**src/rtl/load_store_unit_if.sv**
```systemverilog
// Load/store unit bus: CPU request/response handshake plus data-memory port.
// master = CPU + memory side, slave = load_store_unit.
interface load_store_unit_if #(
    parameter int ADDR_W = 16
);
    logic              req_valid;
    logic              req_ready;
    logic              req_write;
    logic [1:0]        req_size;
    logic              req_signed;
    logic [ADDR_W+1:0] req_addr;
    logic [31:0]       req_wdata;
    logic              resp_valid;
    logic              resp_ready;
    logic [31:0]       resp_rdata;
    logic              resp_err;
    logic [ADDR_W-1:0] memory_address;
    logic [31:0]       write_data;
    logic              mem_write;
    logic              mem_read;
    logic [31:0]       read_data;

    modport master (
        output req_valid, req_write, req_size, req_signed,
        output req_addr, req_wdata, resp_ready, read_data,
        input  req_ready, resp_valid, resp_rdata, resp_err,
        input  memory_address, write_data, mem_write, mem_read
    );

    modport slave (
        input  req_valid, req_write, req_size, req_signed,
        input  req_addr, req_wdata, resp_ready, read_data,
        output req_ready, resp_valid, resp_rdata, resp_err,
        output memory_address, write_data, mem_write, mem_read
    );
endinterface

```
**src/rtl/load_store_unit.sv**
```systemverilog
// Load/store unit: one request at a time, byte/half/word, read-modify-write
// for sub-word stores. Ports: clock, reset_n (async, active-low), bus (slave).
module load_store_unit #(
    parameter int ADDR_W = 16
) (
    input  logic               clock,
    input  logic               reset_n,
    load_store_unit_if.slave   bus
);
    localparam logic [1:0] IDLE  = 2'd0;
    localparam logic [1:0] READ  = 2'd1;
    localparam logic [1:0] WRITE = 2'd2;
    localparam logic [1:0] RESP  = 2'd3;

    logic [1:0]        state;
    logic [ADDR_W+1:0] addr_q;
    logic [1:0]        size_q;
    logic              sgn_q;
    logic              write_q;
    logic              err_q;
    logic [31:0]       rdata_q;
    logic [31:0]       wr_q;

    logic              accept;
    logic              bad;
    logic [1:0]        off;
    logic [7:0]        lane_b;
    logic [15:0]       lane_h;
    logic [31:0]       load_val;
    logic [31:0]       merged;

    assign accept = bus.req_valid && (state == IDLE);
    assign off    = addr_q[1:0];

    assign bad = (bus.req_size == 2'b11)
              || (bus.req_size == 2'b01 && bus.req_addr[0])
              || (bus.req_size == 2'b10 && bus.req_addr[1:0] != 2'b00);

    assign lane_b = 8'(bus.read_data >> {off, 3'b000});
    assign lane_h = off[1] ? bus.read_data[31:16]
                           : bus.read_data[15:0];

    always_comb begin
        load_val = bus.read_data;
        unique case (1'b1)
            (size_q == 2'b00):
                load_val = sgn_q ? {{24{lane_b[7]}}, lane_b}
                                 : {24'h0, lane_b};
            (size_q == 2'b01):
                load_val = sgn_q ? {{16{lane_h[15]}}, lane_h}
                                 : {16'h0, lane_h};
            default:
                load_val = bus.read_data;
        endcase
    end

    // Sub-word store: splice the new lane(s) into the word just read.
    always_comb begin
        merged = bus.read_data;
        if (size_q == 2'b00) begin
            unique case (off)
                2'd0: merged[7:0]   = wr_q[7:0];
                2'd1: merged[15:8]  = wr_q[7:0];
                2'd2: merged[23:16] = wr_q[7:0];
                default: merged[31:24] = wr_q[7:0];
            endcase
        end else if (off[1]) begin
            merged[31:16] = wr_q[15:0];
        end else begin
            merged[15:0] = wr_q[15:0];
        end
    end

    always_ff @(posedge clock or negedge reset_n) begin
        if (!reset_n) begin
            state   <= IDLE;
            addr_q  <= '0;
            size_q  <= 2'b00;
            sgn_q   <= 1'b0;
            write_q <= 1'b0;
            err_q   <= 1'b0;
            rdata_q <= '0;
            wr_q    <= '0;
        end else begin
            unique case (state)
                IDLE: begin
                    if (accept) begin
                        addr_q  <= bus.req_addr;
                        size_q  <= bus.req_size;
                        sgn_q   <= bus.req_signed;
                        write_q <= bus.req_write;
                        wr_q    <= bus.req_wdata;
                        err_q   <= bad;
                        rdata_q <= '0;
                        if (bad)
                            state <= RESP;
                        else if (bus.req_write && bus.req_size == 2'b10)
                            state <= WRITE;
                        else
                            state <= READ;
                    end
                end
                READ: begin
                    if (write_q) begin
                        wr_q  <= merged;
                        state <= WRITE;
                    end else begin
                        rdata_q <= load_val;
                        state   <= RESP;
                    end
                end
                WRITE: state <= RESP;
                default: begin
                    if (bus.resp_ready)
                        state <= IDLE;
                end
            endcase
        end
    end

    // Memory strobes come straight from the state register, so the
    // asynchronous reset kills an in-flight write before the next edge.
    assign bus.req_ready      = (state == IDLE);
    assign bus.resp_valid     = (state == RESP);
    assign bus.resp_rdata     = rdata_q;
    assign bus.resp_err       = err_q;
    assign bus.mem_read       = (state == READ);
    assign bus.mem_write      = (state == WRITE);
    assign bus.memory_address = addr_q[ADDR_W+1:2];
    assign bus.write_data     = wr_q;
endmodule

```
**src/flat_wrapper.sv**
```systemverilog
// flat-port wrapper written by rule: the top's interface ports become plain ports
module load_store_unit_flat 
#(
    parameter int ADDR_W = 16
)
  (clock, reset_n, bus_req_valid, bus_req_write, bus_req_size, bus_req_signed, bus_req_addr, bus_req_wdata, bus_resp_ready, bus_read_data, bus_req_ready, bus_resp_valid, bus_resp_rdata, bus_resp_err, bus_memory_address, bus_write_data, bus_mem_write, bus_mem_read);
  load_store_unit_if #(.ADDR_W(ADDR_W)) bus_i ();
  input  logic clock;
  input  logic reset_n;
  input wire logic [$bits(bus_i.req_valid)-1:0] bus_req_valid;
  input wire logic [$bits(bus_i.req_write)-1:0] bus_req_write;
  input wire logic [$bits(bus_i.req_size)-1:0] bus_req_size;
  input wire logic [$bits(bus_i.req_signed)-1:0] bus_req_signed;
  input wire logic [$bits(bus_i.req_addr)-1:0] bus_req_addr;
  input wire logic [$bits(bus_i.req_wdata)-1:0] bus_req_wdata;
  input wire logic [$bits(bus_i.resp_ready)-1:0] bus_resp_ready;
  input wire logic [$bits(bus_i.read_data)-1:0] bus_read_data;
  output wire logic [$bits(bus_i.req_ready)-1:0] bus_req_ready;
  output wire logic [$bits(bus_i.resp_valid)-1:0] bus_resp_valid;
  output wire logic [$bits(bus_i.resp_rdata)-1:0] bus_resp_rdata;
  output wire logic [$bits(bus_i.resp_err)-1:0] bus_resp_err;
  output wire logic [$bits(bus_i.memory_address)-1:0] bus_memory_address;
  output wire logic [$bits(bus_i.write_data)-1:0] bus_write_data;
  output wire logic [$bits(bus_i.mem_write)-1:0] bus_mem_write;
  output wire logic [$bits(bus_i.mem_read)-1:0] bus_mem_read;
  assign bus_i.req_valid = bus_req_valid;
  assign bus_i.req_write = bus_req_write;
  assign bus_i.req_size = bus_req_size;
  assign bus_i.req_signed = bus_req_signed;
  assign bus_i.req_addr = bus_req_addr;
  assign bus_i.req_wdata = bus_req_wdata;
  assign bus_i.resp_ready = bus_resp_ready;
  assign bus_i.read_data = bus_read_data;
  assign bus_req_ready = bus_i.req_ready;
  assign bus_resp_valid = bus_i.resp_valid;
  assign bus_resp_rdata = bus_i.resp_rdata;
  assign bus_resp_err = bus_i.resp_err;
  assign bus_memory_address = bus_i.memory_address;
  assign bus_write_data = bus_i.write_data;
  assign bus_mem_write = bus_i.mem_write;
  assign bus_mem_read = bus_i.mem_read;
  load_store_unit #(.ADDR_W(ADDR_W)) u_core (.clock(clock), .reset_n(reset_n), .bus(bus_i));
endmodule
```
**config.mk**
```make
export PLATFORM = sky130hd
export DESIGN_NAME = load_store_unit_flat
export DESIGN_NICKNAME = d
export VERILOG_FILES = /design/src/rtl/load_store_unit_if.sv /design/src/rtl/load_store_unit.sv /design/src/flat_wrapper.sv
export SDC_FILE = /design/constraint.sdc
export NUM_CORES = 1
export LEC_CHECK = 0
export BUFFER_PORTS_ARGS = -buffer_cell sky130_fd_sc_hd__clkbuf_2
export CORE_MARGIN = 3
export CORE_UTILIZATION = 50
export CTS_BUF_LIST = sky130_fd_sc_hd__clkbuf_8 sky130_fd_sc_hd__clkbuf_16
export DETAILED_ROUTE_END_ITERATION = 8
export GPL_TIMING_DRIVEN = 0
export PLACE_DENSITY = 0.81
export SYNTH_ARGS = -nofsm -noshare
export SYNTH_HDL_FRONTEND = slang
export SYNTH_SLANG_ARGS = --single-unit
```
**constraint.sdc**
```tcl
create_clock -name clock -period 2.6 [get_ports clock]
set_input_delay 0.52 -clock clock [delete_from_list [all_inputs] [get_ports clock]]
set_output_delay 0.52 -clock clock [all_outputs]
set_load 0.02 [all_outputs]
```
Word level (Yosys, flattened, before mapping)
Index checks and enable logic that the tools add are counted.
W data, S select, Z words.

storage, ports and cells
  register bits = 89
  latch bits = 0
  memory bits (writable) = 0
  bits in read-only memories = 0
  input port bits = 90
  memories kept = 0

operators by class
  $add $sub $neg = 0
  multipliers = 0
  divide/modulo/power cells = 0
  $lt $le $gt $ge = 0
  equal/unequal tests = 14
  shift-type cells = 1
  mux-type cells = 23
  bitwise gates (word level) = 0
  reduce and logical (&&, ||, !) cells = 19

operators with widths
  operator              number
  $mux W32              7
  $pmux W32 S2          3
  $mux W16              3
  $mux W8               4
  $shr A32 B5 Y8        1
  $eq A2 B2 Y1 const B  5
  $eq A2 B1 Y1 const B  4
  $mux W2               4
  $logic_not A2 Y1      3
  $pmux W2 S3           1
  $reduce_and A3 Y1     2
  $reduce_and A5 Y1     1
  $logic_and A1 B1 Y1   4
  $ne A2 B1 Y1 const B  2
  $reduce_and A2 Y1     2
  $reduce_and A4 Y1     1
  $reduce_bool A2 Y1    2
  $reduce_bool A4 Y1    1
  $ne A3 B1 Y1 const B  1
  $ne A3 B3 Y1 const B  1
  $reduce_or A3 Y1      1
  $logic_or A1 B1 Y1    2
  $ne A2 B2 Y1 const B  1
  $mux W1               1

Longest topological paths before layout
Gate-level depths: netlist (run 1).

  word-level depth = 7
  depth in mapped cells = 8
  depth with buffers taken out = 6

Least setup slack after synthesis (run 1)
Ideal clock, no wire load.

  path kind = reg2reg
  from = register u_core.state[0]
  to = register u_core.wr_q[10] (netlist: u_core.bus.write_data[10])
  library setup time = 0.128 ns
  arrival time = 2.099 ns
  path slack = 0.374 ns
  stages on the path, launching flop included = 9
  period minus slack after synthesis = 2.226 ns
  cells stage by stage = dfrtp_1 -> inv_1 -> ha_1 -> mux2i_1 -> or2_1 -> buf_2 -> a31o_1 -> buf_2 -> mux2_1

on the way
  longest elaborated chain between the ends = 4
  elaborated cells on any way between the ends = 9
  classes of those cells = 4 x eq/ne; 1 x mux; 4 x reduce/logical

RTL lines
  element                             line                    source
  start: declaration                  load_store_unit.sv:15   logic [1:0] state;
  start signal: assignment            load_store_unit.sv:76   state <= IDLE;
  start signal: assignment            load_store_unit.sv:96   state <= RESP;
  start signal: assignment            load_store_unit.sv:98   state <= WRITE;
  $logic_not A2 Y1 (*)                n/a
  net bus_req_ready                   flat_wrapper.sv:18      output wire logic [$bits(bus_i.req_ready)-1:0] bus_req_ready;
  $logic_and A1 B1 Y1                 load_store_unit.sv:32   assign accept = bus.req_valid && (state == IDLE);
  $ne A2 B1 Y1 (no source line)       n/a
  $reduce_and A4 Y1 (no source line)  n/a
  end signal: assignment              load_store_unit.sv:92   wr_q <= bus.req_wdata;
  end signal: assignment              load_store_unit.sv:105  wr_q <= merged;
  end: declaration                    load_store_unit.sv:22   logic [31:0] wr_q;

The timed path passes the listed nets; every way through them passes the cells marked *.
A chain may end at the register's enable or synchronous reset.

Worst setup path in the final report (run 1)
  from = register u_core.state[0]
  to = register u_core.wr_q[10] (netlist: u_core.bus.write_data[10])

on the way
  longest elaborated chain between the ends = 4
  elaborated cells on any way between the ends = 9
  classes of those cells = 4 x eq/ne; 1 x mux; 4 x reduce/logical

RTL lines
  element                             line
  $logic_not A2 Y1                    load_store_unit.sv:32, load_store_unit.sv:85
  $logic_and A1 B1 Y1                 load_store_unit.sv:32
  $ne A2 B1 Y1 (no source line)       n/a
  $reduce_and A4 Y1 (no source line)  n/a

Parallel ways exist; a longest one is shown, timed or not.

==> metrics, run 1 <==
status=completed; buffer levels on the longest clock path=2; largest clock skew in the final design=0.0185 ns; fraction of the cycle the final worst path needs=0.927; max cap viols=0; diode count=0; die area=10,900 sq um; count of buffers from port buffering=174; leakage power summed over all cells=0.00292 uW; total core area=9330 sq um; aggregate negative setup slack=0 ns; Yosys warning total=0; number of design-rule violations left by the first detailed-router iteration=319; utilization after layout=0.655; Primary FF master, synth=sky130_fd_sc_hd__dfrtp_1; required time of the worst setup path=2.84 ns; via count of the first global-routing pass=4,754; floorplan die width=104 um; library cell used as clock root buffer=sky130_fd_sc_hd__clkbuf_8; number of cells in the design after placement=781; share of the synthesized netlist area taken by xor and xnor gates=0; DR pass1 iterations=7; arrival time worst endpoint=2.65 ns; Synthesized Nets=571; remaining global-route overflow=0; # DRC=0; startpoint kind of the worst setup timing path=register; multiplexer share of the synthesized area=0.117; nature of the critical path endpoint=register; initial antenna violation count=0; number of enable-type register cells in the synthesized netlist=0; I/O pin count=175; CTS Buf Count=9; number of core rows=35; Synth Area per Inst=10.1 sq um; area growth from synthesis to final layout=26.5%; fin crit period=2.41 ns; Synth Register Bits=89; post-detailed-route via-to-cell ratio=5.93; number of max-slew violations in the final report=0; adder and majority cell fraction of the synthesized area=0.0104; die height=104 um; clock transition at the register clock pins on the worst setup and hold paths after CTS=0.09 ns; H-tree depth reported by CTS=3; total of fill cells in the finished design=792; clock tree from TritonCTS=yes; number of buffers added for setup after CTS=0; fmax=415 MHz; compound-gate portion of the synthesized area=0.217; synthesized cell area=4830 sq um; Global Route Usage Sum=0.290; final hold slack=0.160 ns; fraction of layout instances using a drive strength above 1=0.381; R2R setup slack=0.19 ns; Vias=4,723; Peak VDD IR=0.694 mV; largest net degree at the start of global routing=53; first-pass GRT wire length=24,900 um; main combinational cell family by area after synthesis=compound AO/OA/AOI/OAI gates; Max transition margin=0.347; antenna-violating nets left=0; gate count of the mapped netlist=477; average routed wire per standard cell=20.1 um; crit path max fanout=10; area share of and/or/nand/nor cells after synthesis=0.128; insertion delay of the later-clocked pin in the worst-skew pair=0.36 ns; final hold violation count=0; slew of the pin with the lowest slew margin=0.977 ns; final wirelength=16,000 um; estimated wirelength of the detail-placed design=12,400 um; number of nets in the layout=757; fraction of the yosys area taken by sequential cells=0.461; setup violation total in the final timing report=0; global placement routability congestion=0.900; final instance count without filler cells=796; async set-or-reset flop fraction in the synthesized netlist=1.00; number of distinct library cell variants in the gate-level netlist after synthesis=50; P per Cell Area=1410 nW/um^2; setup repair after global routing missed its margin=false; effective utilization at floorplan=0.518; clock sink total=89; Hold/Removal Path Class=in -> async; worst setup path category=reg -> reg
[power by group]
part / total [uW] / leakage (uW) / switching [uW] / internal (uW)
clock network: 1020 / 0.000106 / 491 / 533
registers: 2550 / 0.00110 / 480 / 2070
logic: 5070 / 0.00172 / 3090 / 1980
total: 8640 / 0.00292 / 4060 / 4580
[path summary, 6_finish.rpt]
check                           cells after the start                                     to                       startpoint
worst max-delay path                                8  u_core.bus.write_data[10]$_DFFE_PN0P_      u_core.state[0]$_DFFE_PN0P_
worst min-delay path                                1  u_core.bus.write_data[25]$_DFFE_PN0P_                          reset_n
worst max register to register                      8  u_core.bus.write_data[10]$_DFFE_PN0P_      u_core.state[0]$_DFFE_PN0P_
worst min register to register                      2        u_core.bus.resp_err$_DFFE_PN0P_  u_core.bus.resp_err$_DFFE_PN0P_
max in group asynchronous                           2   u_core.bus.resp_rdata[2]$_DFFE_PN0P_                          reset_n
min in group clock                                  2          u_core.addr_q[11]$_DFFE_PN0P_                 bus_req_addr[11]
[cell usage after synthesis (all sizes together), types with 9 or more instances]
cell type / number / area [sq um]
a211oi: 14 / 105
a21oi: 20 / 100
a221o: 16 / 160
buf: 29 / 185
clkbuf: 26 / 97.6
dfrtp: 89 / 2230
inv: 9 / 33.8
mux2: 37 / 417
mux2i: 15 / 150
nand2: 45 / 169
nand3b: 12 / 90.1
nor2: 25 / 96.4
nor3: 11 / 55.1
o211ai: 12 / 90.1
o21ai: 33 / 165
[critical path, cell delays in order, from the launching register on]
cell and delay (ns):
sky130_fd_sc_hd__dfrtp_1 0.42, sky130_fd_sc_hd__inv_1 0.10, sky130_fd_sc_hd__ha_1 0.31, sky130_fd_sc_hd__mux2i_2 0.38
sky130_fd_sc_hd__or2_1 0.14, sky130_fd_sc_hd__buf_2 0.21, sky130_fd_sc_hd__a31o_1 0.12, sky130_fd_sc_hd__buf_2 0.24
sky130_fd_sc_hd__mux2_1 0.36
[kinds of logic after synthesis]
kind of cell,count (synthesis)
compound gates,147
simple gates,121
flops,89
buf+inv,64
mux,52
fa+ha+maj,4
[sequential cells by signal, indices dropped and copies added (netlist names)]
name and cells:
u_core.addr_q 18, u_core.write_q 1, u_core.bus.resp_rdata 32, u_core.bus.write_data 32, u_core.bus.resp_err 1, u_core.sgn_q 1, u_core.size_q 2, u_core.state 2
[layout by cell type, fill, tap and decap left out, types with 6 or more instances in the layout]
cell	netlist	routed
sky130_fd_sc_hd__mux2_1	8	8
sky130_fd_sc_hd__clkbuf_2	0	176
sky130_fd_sc_hd__o211ai_1	12	12
sky130_fd_sc_hd__mux2_2	29	29
sky130_fd_sc_hd__clkbuf_8	0	9
sky130_fd_sc_hd__a22o_1	7	7
sky130_fd_sc_hd__buf_4	17	17
sky130_fd_sc_hd__a31oi_1	8	8
sky130_fd_sc_hd__o31ai_1	6	6
sky130_fd_sc_hd__a211oi_1	14	14
sky130_fd_sc_hd__a21oi_1	20	20
sky130_fd_sc_hd__nor3_1	11	11
sky130_fd_sc_hd__a22oi_1	7	7
sky130_fd_sc_hd__nand3b_1	12	12
sky130_fd_sc_hd__a221o_1	16	16
sky130_fd_sc_hd__inv_1	9	10
sky130_fd_sc_hd__mux2i_1	15	14
sky130_fd_sc_hd__buf_2	10	10
sky130_fd_sc_hd__dfrtp_1	89	89
sky130_fd_sc_hd__o21ai_0	23	23
sky130_fd_sc_hd__nor2_1	24	24
sky130_fd_sc_hd__a221oi_1	8	8
sky130_fd_sc_hd__clkbuf_1	26	23
sky130_fd_sc_hd__o21ai_1	10	10
sky130_fd_sc_hd__nand2_1	45	45
[area by class of cell]
class / instances / area [sq um] / share of cell area
multi-input combinational: 324 / 2290 / 0.375
sequential: 89 / 2230 / 0.365
timing repair buffer: 175 / 901 / 0.147
buffer: 55 / 287 / 0.0469
tap: 129 / 161 / 0.0264
clock buffer: 9 / 124 / 0.0203
clock inverter: 6 / 85.1 / 0.0139
inverter: 9 / 33.8 / 0.00553
[per-layer routing]
metal | vias up | wire length (um) | track usage
met4 | 0 | 498 | 0.112
met3 | 46 | 1670 | 0.0683
met5 | - | 0 | 0
li1 | 2126 | - | -
met2 | 307 | 7160 | 0.460
met1 | 2244 | 6660 | 0.387
[metrics by stage]
| step | power (uW) | worst slack, ns | area (sq um) |
|---|---|---|---|
| 2_1_floorplan | 5970 | 0.374 | 4830 |
| 3_3_place_gp | 7410 | 0.0135 | 5860 |
| 3_5_place_dp | 7580 | 0.0982 | 5890 |
| 4_1_cts | 8610 | 0.0382 | 6100 |
| 5_1_grt | 9210 | 0.0310 | 6110 |
| 6_report | 8640 | 0.190 | 6110 |
[what timing repair did]
action | 4_1_cts | 5_1_grt
endpoints found under the setup margin | 0 | 35
gates resized for setup | 0 | 8
hold buffers | 0 | 0
No activity file was read; power rests on OpenSTA's default activity.
==> run 2: changes to the inputs <==
SETUP_SLACK_MARGIN = 0.3   (was not set)
==> metrics, run 2 (synthesized netlist as in run 1, its figures left out) <==
final instance count without filler cells=798; Final Cell Area=6170 sq um; remaining global-route overflow=0; longest individual stage delay on the worst path=0.43 ns; number of cells in the design after placement=781; setup repair after global routing missed its margin=false; post-detailed-route via-to-cell ratio=5.95; # DRC=0; initial antenna violation count=0; CP Buf/Inv Count=3; DR pass1 iterations=7; die area=10,900 sq um; insertion delay of the later-clocked pin in the worst-skew pair=0.36 ns; most common cell after layout, fill and taps aside=sky130_fd_sc_hd__clkbuf_2; internal power contribution=4650 uW; diode count=0; fraction of the cycle the final worst path needs=0.844; area growth from synthesis to final layout=27.8%; clock sink total=89; arrival time worst endpoint=2.42 ns; antenna-violating nets left=0; number of design-rule violations left by the first detailed-router iteration=295; number of core rows=35; fin crit period=2.19 ns; library cell used as clock root buffer=sky130_fd_sc_hd__clkbuf_8; aggregate negative setup slack=0 ns; sequential fraction of design power=0.291; reported net switching power=4110 uW; fmax=456 MHz; nature of the critical path endpoint=register; max cap viols=0; post-detailed-placement cell area=5890 sq um; Global Route Usage Sum=0.293; slew of the pin with the lowest slew margin=0.728 ns; floorplan die width=104 um; crit path max fanout=10; CP max stage cell=sky130_fd_sc_hd__dfrtp_1; P per Cell Area=1420 nW/um^2; CTS Buf Count=9; number of nets in the layout=759; Vias=4,749; I/O pin count=175; count of hold-fix buffers inserted at cts=0; buffer levels on the longest clock path=2; utilization after layout=0.662; Peak VDD IR=0.674 mV; largest clock skew in the final design=0.0192 ns; Max transition margin=0.515; fraction of layout instances using a drive strength above 1=0.393; effective utilization at floorplan=0.518; count of buffers from port buffering=174; clock tree from TritonCTS=yes; worst setup path category=reg -> reg; leakage power summed over all cells=0.00296 uW; worst path cell trace=inv_1 -> ha_4 -> mux2i_4 -> or2_1 -> buf_2 -> a31o_1 -> buf_4 -> mux2_1; number of max-slew violations in the final report=0; share of total power in combinational logic=0.591; clock transition at the register clock pins on the worst setup and hold paths after CTS=0.09 ns; via count of the first global-routing pass=4,770; average routed wire per standard cell=20.1 um; required time of the worst setup path=2.83 ns; global placement routability congestion=0.900; setup violation total in the final timing report=0; status=completed; Switching Share=0.469; total core area=9330 sq um; startpoint kind of the worst setup timing path=register; most frequent cells in the layout=180 x sky130_fd_sc_hd__clkbuf_2, 89 x sky130_fd_sc_hd__dfrtp_1, 45 x sky130_fd_sc_hd__nand2_1, 29 x sky130_fd_sc_hd__mux2_2, 24 x sky130_fd_sc_hd__nor2_1; H-tree depth reported by CTS=3; estimated wirelength of the detail-placed design=12,400 um; final wirelength=16,100 um; final hold violation count=0; largest net degree at the start of global routing=53; die height=104 um; R2R setup slack=0.41 ns; first-pass GRT wire length=25,100 um; Hold/Removal Path Class=in -> async; fraction of power consumed by the clock network=0.118; cell family with the largest share of critical-path delay=multiplexers
==> run 2: cell count changes in the layout (fill, tap and decap cells not counted), sizes merged <==
cell	delta
buf	+2
==> run 2: layout make-up <==
class                   count  area, sq um
multi-input cells         324         2330
clock inverters             6         85.1
well taps                 129          161
inverters                   9         33.8
flip-flops and latches     89         2230
fillers                   788         3160
repair buffers            177          916
plain buffers              55          294
clock buffers               9          124
==> run 2: what timing repair did <==
| item | in CTS | in global routing |
|---|---|---|
| buffers inserted | 0 | 2 |
| setup endpoints to repair | 48 | 44 |
| resized for setup | 11 | 8 |
==> run 2: worst paths after layout <==
path	start	to	cells after the start
setup / recovery	u_core.state[0]$_DFFE_PN0P_	u_core.bus.write_data[15]$_DFFE_PN0P_	8
min in group clock	bus_req_addr[11]	u_core.addr_q[11]$_DFFE_PN0P_	2
max in group asynchronous	reset_n	u_core.addr_q[4]$_DFFE_PN0P_	2
hold reg to reg	u_core.bus.resp_err$_DFFE_PN0P_	u_core.bus.resp_err$_DFFE_PN0P_	2
hold / removal	reset_n	u_core.bus.write_data[25]$_DFFE_PN0P_	1
setup reg to reg	u_core.state[0]$_DFFE_PN0P_	u_core.bus.write_data[15]$_DFFE_PN0P_	8
==> run 2: stage by stage <==
step | power, uW | setup slack (ns) | hold WS (ns)
2_1_floorplan | 5970 | 0.374 | 0.224
3_3_place_gp | 7410 | 0.0135 | 0.464
3_5_place_dp | 7580 | 0.0982 | 0.478
4_1_cts | 8670 | 0.347 | 0.168
5_1_grt | 9320 | 0.302 | 0.186
6_report | 8760 | 0.406 | 0.159
==> run 2: power groups by stage <==
stage                     combinational (uW)  clock, uW  sequential [uW]
after floorplan                         2940          0             3030
after global placement                  4890          0             2530
after detailed placement                5020          0             2560
after CTS                               5090       1040             2540
after global routing                    5590       1100             2630
final                                   5180       1030             2550
==> run 2: worst register-to-register path: stages (launching register included) <==
cell and delay [ns]:
sky130_fd_sc_hd__dfrtp_1 0.43, sky130_fd_sc_hd__inv_1 0.14, sky130_fd_sc_hd__ha_4 0.21, sky130_fd_sc_hd__mux2i_4 0.30, sky130_fd_sc_hd__or2_1 0.13, sky130_fd_sc_hd__buf_2 0.21, sky130_fd_sc_hd__a31o_1 0.13, sky130_fd_sc_hd__buf_4 0.18
sky130_fd_sc_hd__mux2_1 0.33
==> run 2: routing by layer <==
| layer | global-route usage | up-vias | part of all wire |
|---|---|---|---|
| li1 | - | 2130 | - |
| met1 | 0.390 | 2260 | 0.41 |
| met2 | 0.464 | 321 | 0.45 |
| met3 | 0.0689 | 38 | 0.10 |
| met4 | 0.112 | 0 | 0.028 |
| met5 | 0 | - | 0 |
==> run 3: changes to the inputs <==
clock period = 2.3 ns   (was 2.6 ns; I/O delays follow)
==> metrics, run 3 (synthesized netlist as in run 1, its figures left out) <==
Max transition margin=0.583; Final Worst Setup Slack=0.305 ns; diode count=0; global placement routability congestion=0.911; crit path max fanout=8; fraction of the cycle the final worst path needs=0.867; internal power contribution=5600 uW; Vias=4,798; # DRC=0; clock transition at the register clock pins on the worst setup and hold paths after CTS=0.09 ns; insertion delay of the later-clocked pin in the worst-skew pair=0.36 ns; clock sink total=89; final wirelength=15,700 um; status=completed; library cell used as clock root buffer=sky130_fd_sc_hd__clkbuf_8; fmax=501 MHz; number of max-slew violations in the final report=0; most common cell after layout, fill and taps aside=sky130_fd_sc_hd__clkbuf_2; count of buffers from port buffering=174; number of core rows=35; startpoint of the worst setup timing path=u_core.state[0]$_DFFE_PN0P_; reported net switching power=4710 uW; R2R setup slack=0.31 ns; floorplan die width=104 um; worst setup path category=reg -> reg; first-pass GRT wire length=24,400 um; nature of the critical path endpoint=register; fraction of layout instances using a drive strength above 1=0.434; max cap viols=0; clock tree from TritonCTS=yes; sequential fraction of design power=0.281; buffer levels on the longest clock path=2; worst-case setup slack after placement=0.0478 ns; share of total power in combinational logic=0.604; final hold slack=0.130 ns; effective utilization at floorplan=0.518; leakage power summed over all cells=0.00308 uW; setup violation total in the final timing report=0; Reg-to-Reg Start=u_core.state[0]$_DFFE_PN0P_; number of design-rule violations left by the first detailed-router iteration=413; area growth from synthesis to final layout=31.8%; Hold/Removal Path Class=in -> async; Critical Path Sink=u_core.bus.write_data[12]$_DFFE_PN0P_; Reg2Reg Capture Point=u_core.bus.write_data[12]$_DFFE_PN0P_; I/O pin count=175; arrival time worst endpoint=2.24 ns; Peak VDD IR=0.851 mV; initial antenna violation count=0; die height=104 um; largest clock skew in the final design=0.0145 ns; final hold violation count=0; antenna-violating nets left=0; P per Cell Area=1620 nW/um^2; most frequent cells in the layout=184 x sky130_fd_sc_hd__clkbuf_2, 88 x sky130_fd_sc_hd__dfrtp_1, 43 x sky130_fd_sc_hd__nand2_1, 30 x sky130_fd_sc_hd__buf_4, 29 x sky130_fd_sc_hd__mux2_2; remaining global-route overflow=0; fin crit period=1.99 ns; H-tree depth reported by CTS=3; Worst R2R Path Depth=8; setup repair after global routing missed its margin=true; required time of the worst setup path=2.54 ns; fraction of power consumed by the clock network=0.115; startpoint kind of the worst setup timing path=register; Global Route Usage Sum=0.284; total core area=9330 sq um; number of nets in the layout=768; largest net degree at the start of global routing=47; DR pass1 iterations=6; estimated wirelength of the detail-placed design=12,100 um; CTS Buf Count=9; utilization after layout=0.682; post-detailed-route via-to-cell ratio=5.94; total of fill cells in the finished design=750; slew of the pin with the lowest slew margin=0.626 ns; via count of the first global-routing pass=4,565; die area=10,900 sq um; average routed wire per standard cell=19.5 um; Switching Share=0.457
[run 3: layer usage]
layer	vias up	routed length, um	track usage
met3	41	1660	0.0701
met5	-	0	0
met2	303	7260	0.450
met1	2299	6330	0.377
met4	0	474	0.108
li1	2155	-	-
[run 3: worst min-delay path by stage]
stage | slack (ns) | cells after the start | from | to
floorplan | 0.16 | 0 | reset_n | u_core.addr_q[0]$_DFFE_PN0P_
global placement | 0.46 | 2 | u_core.bus.resp_err$_DFFE_PN0P_ | u_core.bus.resp_err$_DFFE_PN0P_
detailed placement | 0.47 | 2 | u_core.bus.resp_rdata[13]$_DFFE_PN0P_ | u_core.bus.resp_rdata[13]$_DFFE_PN0P_
CTS | 0.15 | 1 | reset_n | u_core.bus.write_data[24]$_DFFE_PN0P_
global route | 0.17 | 1 | reset_n | u_core.bus.write_data[31]$_DFFE_PN0P_
finish | 0.13 | 1 | reset_n | u_core.bus.write_data[31]$_DFFE_PN0P_
[run 3: stage by stage]
| stage | total power [uW] | TNS [ns] | area (sq um) | instances |
|---|---|---|---|---|
| floorplan | 6870 | 0 | 4880 | 477 |
| global placement | 8510 | -18.83 | 5920 | 780 |
| detailed placement | 8670 | 0 | 5950 | 781 |
| CTS | 10100 | 0 | 6290 | 805 |
| global route | 11000 | 0 | 6360 | 808 |
| finish | 10300 | 0 | 6360 | 808 |
[run 3: repair_timing]
| action | 4_1_cts | 5_1_grt |
|---|---|---|
| setup buffers | 8 | 3 |
| hold buffers | 0 | 0 |
| gates resized for setup | 21 | 22 |
| pin swaps | 3 | 2 |
| gates cloned | 0 | 0 |
| endpoints found under the setup margin | 58 | 32 |
[run 3: area by class of cell]
cell class | instances | area, sq um | share of cell area
clock inverter | 6 | 83.8 | 0.0132
tap | 129 | 161 | 0.0254
multi-input combinational | 324 | 2410 | 0.378
inverter | 9 | 33.8 | 0.00531
sequential | 89 | 2230 | 0.350
buffer | 55 | 327 | 0.0513
timing repair buffer | 186 | 983 | 0.155
clock buffer | 10 | 138 | 0.0216
[run 3: worst max-delay path, cell delays in order (launching register included)]
cell and delay [ns]:
sky130_fd_sc_hd__dfrtp_2 0.45, sky130_fd_sc_hd__inv_2 0.09, sky130_fd_sc_hd__ha_4 0.19, sky130_fd_sc_hd__mux2i_4 0.31, sky130_fd_sc_hd__or2_1 0.15, sky130_fd_sc_hd__buf_6 0.09
sky130_fd_sc_hd__a31o_1 0.11, sky130_fd_sc_hd__buf_6 0.17, sky130_fd_sc_hd__mux2_1 0.33
[run 3: power groups by stage]
stage,combinational [uW],clock [uW],sequential (uW)
3_5_place_dp,5750,0,2920
5_1_grt,6700,1260,3010
3_3_place_gp,5630,0,2870
4_1_cts,6030,1210,2880
2_1_floorplan,3430,0,3440
6_report,6220,1190,2900
